[src/rtl/pipe_out_block_arbiter.sv]
// Round-robin arbiter sharing one block-throttled 16-bit pipe-out
// endpoint among N_SRC source FIFOs; sequences header + payload reads.
module pipe_out_block_arbiter #(
    parameter int N_SRC       = 4,
    parameter int BLOCK_WORDS = 256,
    parameter int LEVEL_W     = 16
) (
    input  logic                     clk,
    input  logic                     reset,
    input  logic [N_SRC-1:0]         src_enable,
    input  logic [N_SRC*LEVEL_W-1:0] src_level,
    input  logic [N_SRC*16-1:0]      src_data,
    output logic [N_SRC-1:0]         src_rd,
    output logic                     pipe_out_ready,
    input  logic                     pipe_out_blockstrobe,
    input  logic                     pipe_out_read,
    output logic [15:0]              pipe_out_data,
    output logic [3:0]               active_src,
    output logic                     busy,
    output logic                     proto_err
);

    localparam int CNT_W = $clog2(BLOCK_WORDS);
    localparam logic [CNT_W-1:0] LAST_WORD = CNT_W'(BLOCK_WORDS - 1);
    localparam logic [LEVEL_W-1:0] NEED = LEVEL_W'(BLOCK_WORDS - 1);

    typedef enum logic [1:0] {
        IDLE,
        ARMED,
        XFER
    } state_t;

    typedef enum logic [1:0] {
        SEL_ZERO,
        SEL_HEADER,
        SEL_SRC
    } sel_t;

    state_t           state, state_n;
    sel_t             sel, sel_n;
    logic [3:0]       active_n;
    logic [3:0]       rr_ptr, rr_n;
    logic [CNT_W-1:0] word_cnt, cnt_n;
    logic             ready_n;
    logic             err_n;
    logic             seq_inc;
    logic [11:0]      seq [N_SRC];

    logic [N_SRC-1:0] req;
    logic             grant_vld;
    logic [3:0]       grant_idx;
    logic [4:0]       cand;
    logic [11:0]      cur_seq;
    logic [15:0]      cur_data;

    // A source requests once it holds a full block payload
    always_comb begin
        req = '0;
        for (int i = 0; i < N_SRC; i++) begin
            req[i] = src_enable[i] &&
                     (src_level[i*LEVEL_W +: LEVEL_W] >= NEED);
        end
    end

    // First requester at or after rr_ptr, wrapping modulo N_SRC
    always_comb begin
        grant_vld = 1'b0;
        grant_idx = '0;
        cand      = '0;
        for (int k = 0; k < N_SRC; k++) begin
            cand = {1'b0, rr_ptr} + 5'(k);
            if (cand >= 5'(N_SRC)) begin
                cand = cand - 5'(N_SRC);
            end
            for (int i = 0; i < N_SRC; i++) begin
                if (!grant_vld && cand == 5'(i) && req[i]) begin
                    grant_vld = 1'b1;
                    grant_idx = 4'(i);
                end
            end
        end
    end

    // Sequence number and read data of the granted source
    always_comb begin
        cur_seq  = '0;
        cur_data = '0;
        for (int i = 0; i < N_SRC; i++) begin
            if (active_src == 4'(i)) begin
                cur_seq  = seq[i];
                cur_data = src_data[i*16 +: 16];
            end
        end
    end

    // Output word chosen by the registered data select
    always_comb begin
        case (sel)
            SEL_HEADER: pipe_out_data = {active_src, cur_seq};
            SEL_SRC:    pipe_out_data = cur_data;
            default:    pipe_out_data = 16'h0000;
        endcase
    end

    // Next-state, FIFO strobes and protocol checking
    always_comb begin
        state_n  = state;
        sel_n    = sel;
        active_n = active_src;
        rr_n     = rr_ptr;
        cnt_n    = word_cnt;
        ready_n  = pipe_out_ready;
        err_n    = proto_err;
        seq_inc  = 1'b0;
        src_rd   = '0;
        case (state)
            IDLE: begin
                if (pipe_out_read || pipe_out_blockstrobe) begin
                    err_n = 1'b1;
                end
                if (grant_vld) begin
                    active_n = grant_idx;
                    state_n  = ARMED;
                    ready_n  = 1'b1;
                    sel_n    = SEL_ZERO;
                end
            end
            ARMED: begin
                if (pipe_out_read) begin
                    err_n = 1'b1;
                end
                if (pipe_out_blockstrobe) begin
                    state_n = XFER;
                    cnt_n   = '0;
                    ready_n = 1'b0;
                end
            end
            XFER: begin
                if (pipe_out_blockstrobe) begin
                    err_n = 1'b1;
                end
                if (pipe_out_read) begin
                    if (word_cnt == '0) begin
                        sel_n = SEL_HEADER;
                        cnt_n = CNT_W'(1);
                    end else begin
                        sel_n = SEL_SRC;
                        for (int i = 0; i < N_SRC; i++) begin
                            src_rd[i] = (active_src == 4'(i));
                        end
                        if (word_cnt == LAST_WORD) begin
                            seq_inc = 1'b1;
                            state_n = IDLE;
                            if (active_src == 4'(N_SRC - 1)) begin
                                rr_n = '0;
                            end else begin
                                rr_n = active_src + 4'd1;
                            end
                        end else begin
                            cnt_n = word_cnt + CNT_W'(1);
                        end
                    end
                end
            end
            default: begin
                state_n = IDLE;
            end
        endcase
    end

    // Control and handshake registers
    always_ff @(posedge clk or posedge reset) begin
        if (reset) begin
            state          <= IDLE;
            sel            <= SEL_ZERO;
            active_src     <= '0;
            rr_ptr         <= '0;
            word_cnt       <= '0;
            pipe_out_ready <= 1'b0;
            proto_err      <= 1'b0;
        end else begin
            state          <= state_n;
            sel            <= sel_n;
            active_src     <= active_n;
            rr_ptr         <= rr_n;
            word_cnt       <= cnt_n;
            pipe_out_ready <= ready_n;
            proto_err      <= err_n;
        end
    end

    // Per-source block sequence counters, bumped on block completion
    always_ff @(posedge clk or posedge reset) begin
        if (reset) begin
            for (int i = 0; i < N_SRC; i++) begin
                seq[i] <= '0;
            end
        end else if (seq_inc) begin
            for (int i = 0; i < N_SRC; i++) begin
                if (active_src == 4'(i)) begin
                    seq[i] <= seq[i] + 12'd1;
                end
            end
        end
    end

    assign busy = (state != IDLE);

endmodule

[config.mk]
export PLATFORM = sky130hd
export DESIGN_NAME = pipe_out_block_arbiter
export DESIGN_NICKNAME = d
export VERILOG_FILES = /design/src/rtl/pipe_out_block_arbiter.sv
export SDC_FILE = /design/constraint.sdc
export NUM_CORES = 1
export LEC_CHECK = 0
export CAP_MARGIN = 5
export CORE_ASPECT_RATIO = 0.75
export CORE_MARGIN = 2
export CORE_UTILIZATION = 49
export CTS_CLUSTER_SIZE = 14
export DETAILED_ROUTE_END_ITERATION = 10
export PLACE_DENSITY_LB_ADDON = 0.3
export SYNTH_ARGS = -nofsm -noshare
export SYNTH_HDL_FRONTEND = slang
export SYNTH_SLANG_ARGS = --single-unit
[constraint.sdc]
create_clock -name clk -period 7.1 [get_ports clk]
set_input_delay 1.42 -clock clk [delete_from_list [all_inputs] [get_ports clk]]
set_output_delay 1.42 -clock clk [all_outputs]
set_load 0.01 [all_outputs]
==> impl_metrics.env <==
export IMPL_worst_pin_slew_ps=1330
export IMPL_cts_num_sinks=66
export IMPL_syn_inst=535
export IMPL_ys_seq_elements=66
export IMPL_crit_path_end="pipe_out_data[0]"
export IMPL_cp_end_kind="output port"
export IMPL_dp_cells=799
export IMPL_slew_headroom=0.109
export IMPL_rsz0062_at_grt="no"
export IMPL_fin_crit_ps=5550
export IMPL_antenna_found_initial=0
export IMPL_chipHeight_um=87.6
export IMPL_clock_latency_ps=340
export IMPL_netlist_cell_type_count=53
export IMPL_num_rows=30
export IMPL_crit_start="active_src[0]"
export IMPL_root_buffer="clkbuf_16"
export IMPL_crit_fanout=18
export IMPL_fin_cells=815
export IMPL_n_antenna_cell=0
export IMPL_cts_resized=0
export IMPL_startpoint_type="flop"
export IMPL_min_delay_path_depth=1
export IMPL_irDropWorstVdd_v=0.000148
export IMPL_dr_pass1_iters=4
export IMPL_grt_max_degree=67
export IMPL_cpPeakStageDelay_ps=1110
export IMPL_cellLeakagePower_nw=2.74
export IMPL_io_buffers=160
export IMPL_drt_antenna_violating_nets=0
export IMPL_hpwl_mm=10.6
export IMPL_r2r_start="rr_ptr[0]"
export IMPL_nets=835
export IMPL_crit_type="reg2out"
export IMPL_drc=0
export IMPL_fin_skew_ps=5.47
export IMPL_syn_area_per_cell_um2=8.52
export IMPL_die_area_um2=10100
export IMPL_drv_cap=0
export IMPL_grt_first_pass_wirelength_mm=22.6
export IMPL_outcome="completed"
export IMPL_final_max_slew_viol_count=0
export IMPL_yosysWarnings=0
export IMPL_power_density_nw_per_um2=190
export IMPL_crit_path_top_delay_cell="nor2b_1"
export IMPL_routed_via_count=4675
export IMPL_finalWeightedCongestion=0.907
export IMPL_required_ps=5680
export IMPL_reg2reg_depth=9
export IMPL_setup_viol=0
export IMPL_boundaryPins=163
export IMPL_htreeDepth=3
export IMPL_r2r_end="sel[1]"
export IMPL_cts_buffers=9
export IMPL_area_growth_pct=42.9
export IMPL_clockBufferDepth=2
export IMPL_vias_per_cell=5.74
export IMPL_initial_core_util=0.504
export IMPL_cts_tree="built"
export IMPL_first_iter_violations=375
export IMPL_finalSetupTns_ps=0
export IMPL_totalWireLength_mm=14.1
export IMPL_clk_pin_slew_ps=50
export IMPL_arrival_ps=4130
export IMPL_grt_overflow=0
export IMPL_max_freq_mhz=180
export IMPL_post_route_period_util=0.782
export IMPL_ys_seq_area_frac=0.362
export IMPL_ctsHoldBuffers=0
export IMPL_drive_gt1_frac=0.0582
export IMPL_grt_use_total=0.287
export IMPL_grt_pass1_vias=4600
export IMPL_die_w_um=115
export IMPL_crit_path_cell_trace="inv_1 -> ha_1 -> nor2b_1 -> a22oi_1 -> nor2_1 -> a21oi_1 -> o21ai_0 -> a22oi_1 -> nor2_1 -> clkdlybuf4s50_1"
export IMPL_synth_edf_count=0
export IMPL_wl_per_cell_um=17.3
export IMPL_synth_top_flop_cell="dfrtp_1"
export IMPL_async_reset_ff_frac=1.00
export IMPL_hold_viol=0
export IMPL_hold_path_class="reg2reg"
export IMPL_n_fill_cell=702
export IMPL_r2r_slack_ps=4260
export IMPL_syn_area_um2=4560
export IMPL_coreArea_um2=9050
export IMPL_cts_setup_buffers=0
-- critical path: cells and delay by family (launching register included) --
family,cells,cell delay (ps)
and+or+nand+nor,3,1460
buffers and inverters,2,720
adders and majority gates,1,570
AOI/OAI and AO/OA,4,560
DFF,1,470
-- routing by layer --
metal	GRT usage	up-vias	routed length, um	share of wire
met5	0	-	0	0
met4	0.0789	0	253	0.018
met3	0.0858	25	1130	0.080
met2	0.469	194	6670	0.47
met1	0.374	2232	6070	0.43
li1	-	2224	-	-
-- kinds of logic after synthesis --
kind of cell,after synthesis,synth area share
adder cells (fa/ha/maj),19,0.0510
flip-flops,66,0.362
XOR/XNOR,49,0.0941
buffers and inverters,53,0.0472
multiplexers,6,0.0148
other,2,0.00165
AND/OR/NAND/NOR,199,0.207
AO/OA/AOI/OAI,141,0.222
-- worst min path at each step --
stage                   end  slack [ps]  startpoint
global placement    seq[35]         460     seq[35]
CTS                 seq[11]         470     seq[11]
floorplan           seq[11]         440     seq[11]
detailed placement  seq[11]         460     seq[11]
global route        seq[11]         480     seq[11]
finish              seq[11]         470     seq[11]
-- Yosys cell counts, types with 9 or more instances --
cell type / number / area, um^2
a221oi_1: 12 / 105
xor2_1: 19 / 166
xnor2_1: 30 / 263
nand3_1: 17 / 85.1
clkbuf_1: 25 / 93.8
nand2_1: 71 / 267
inv_1: 20 / 75.1
and2_1: 9 / 56.3
ha_1: 17 / 213
dfrtp_1: 66 / 1650
nor2_1: 48 / 180
a21oi_1: 30 / 150
nand4_1: 21 / 131
a22o_1: 21 / 184
a22oi_1: 19 / 143
o21ai_0: 24 / 120
a211oi_1: 11 / 82.6
-- metrics by stage --
stage / util / power (mW) / cell area, um^2 / hold slack, ps / setup WS (ps)
final: 0.720 / 1.24 / 6520 / 468 / 1550
after floorplan: - / 0.629 / 4570 / 442 / 3520
after CTS: 0.720 / 1.24 / 6520 / 471 / 1600
after detailed placement: 0.690 / 0.836 / 6240 / 460 / 1990
after global placement: 0.690 / 0.829 / 6240 / 460 / 2090
after global routing: 0.720 / 1.30 / 6520 / 479 / 1420
-- layout make-up --
| type | instances | area [um^2] | share of cell area |
|---|---|---|---|
| clock buffer | 11 | 243 | 0.0373 |
| clock inverter | 5 | 30.0 | 0.00461 |
| inverter | 20 | 75.1 | 0.0115 |
| multi-input combinational | 418 | 2700 | 0.415 |
| sequential | 66 | 1650 | 0.254 |
| tap | 128 | 160 | 0.0246 |
| timing repair buffer | 167 | 1650 | 0.254 |
-- placed cells by master (no fill, tap or decap), types with 3 or more instances in the layout --
master	synthesis	routed
o211ai_1	4	4
o21ai_0	24	24
nor4_1	7	7
buf_4	3	7
mux2_2	6	6
a22oi_1	19	19
clkdlybuf4s50_1	0	160
nor3_1	6	6
nand3_1	17	17
nand2b_1	3	3
and2_1	9	9
ha_1	17	17
conb_1	2	4
xor2_1	19	19
nand2_1	71	71
a32oi_1	3	3
a22o_1	21	21
and3_1	6	6
nand4_1	21	21
clkinv_2	0	3
inv_1	20	19
nor2_1	48	48
a211oi_1	11	11
clkbuf_16	0	9
dfrtp_1	66	66
a221oi_1	12	12
xnor2_1	30	30
a21oi_1	30	30
-- registers in the layout, indices dropped and copies added, names as in the netlist --
signal,count
seq,48
rr_ptr,2
sel,2
state,2
active_src,2
pipe_out_ready,1
proto_err,1
word_cnt,8
-- power by group --
group	internal [mW]	switching (mW)
Combinational	0.211	0.210
Clock	0.244	0.163
Sequential	0.392	0.0199
No activity file was read; power rests on OpenSTA's default activity.
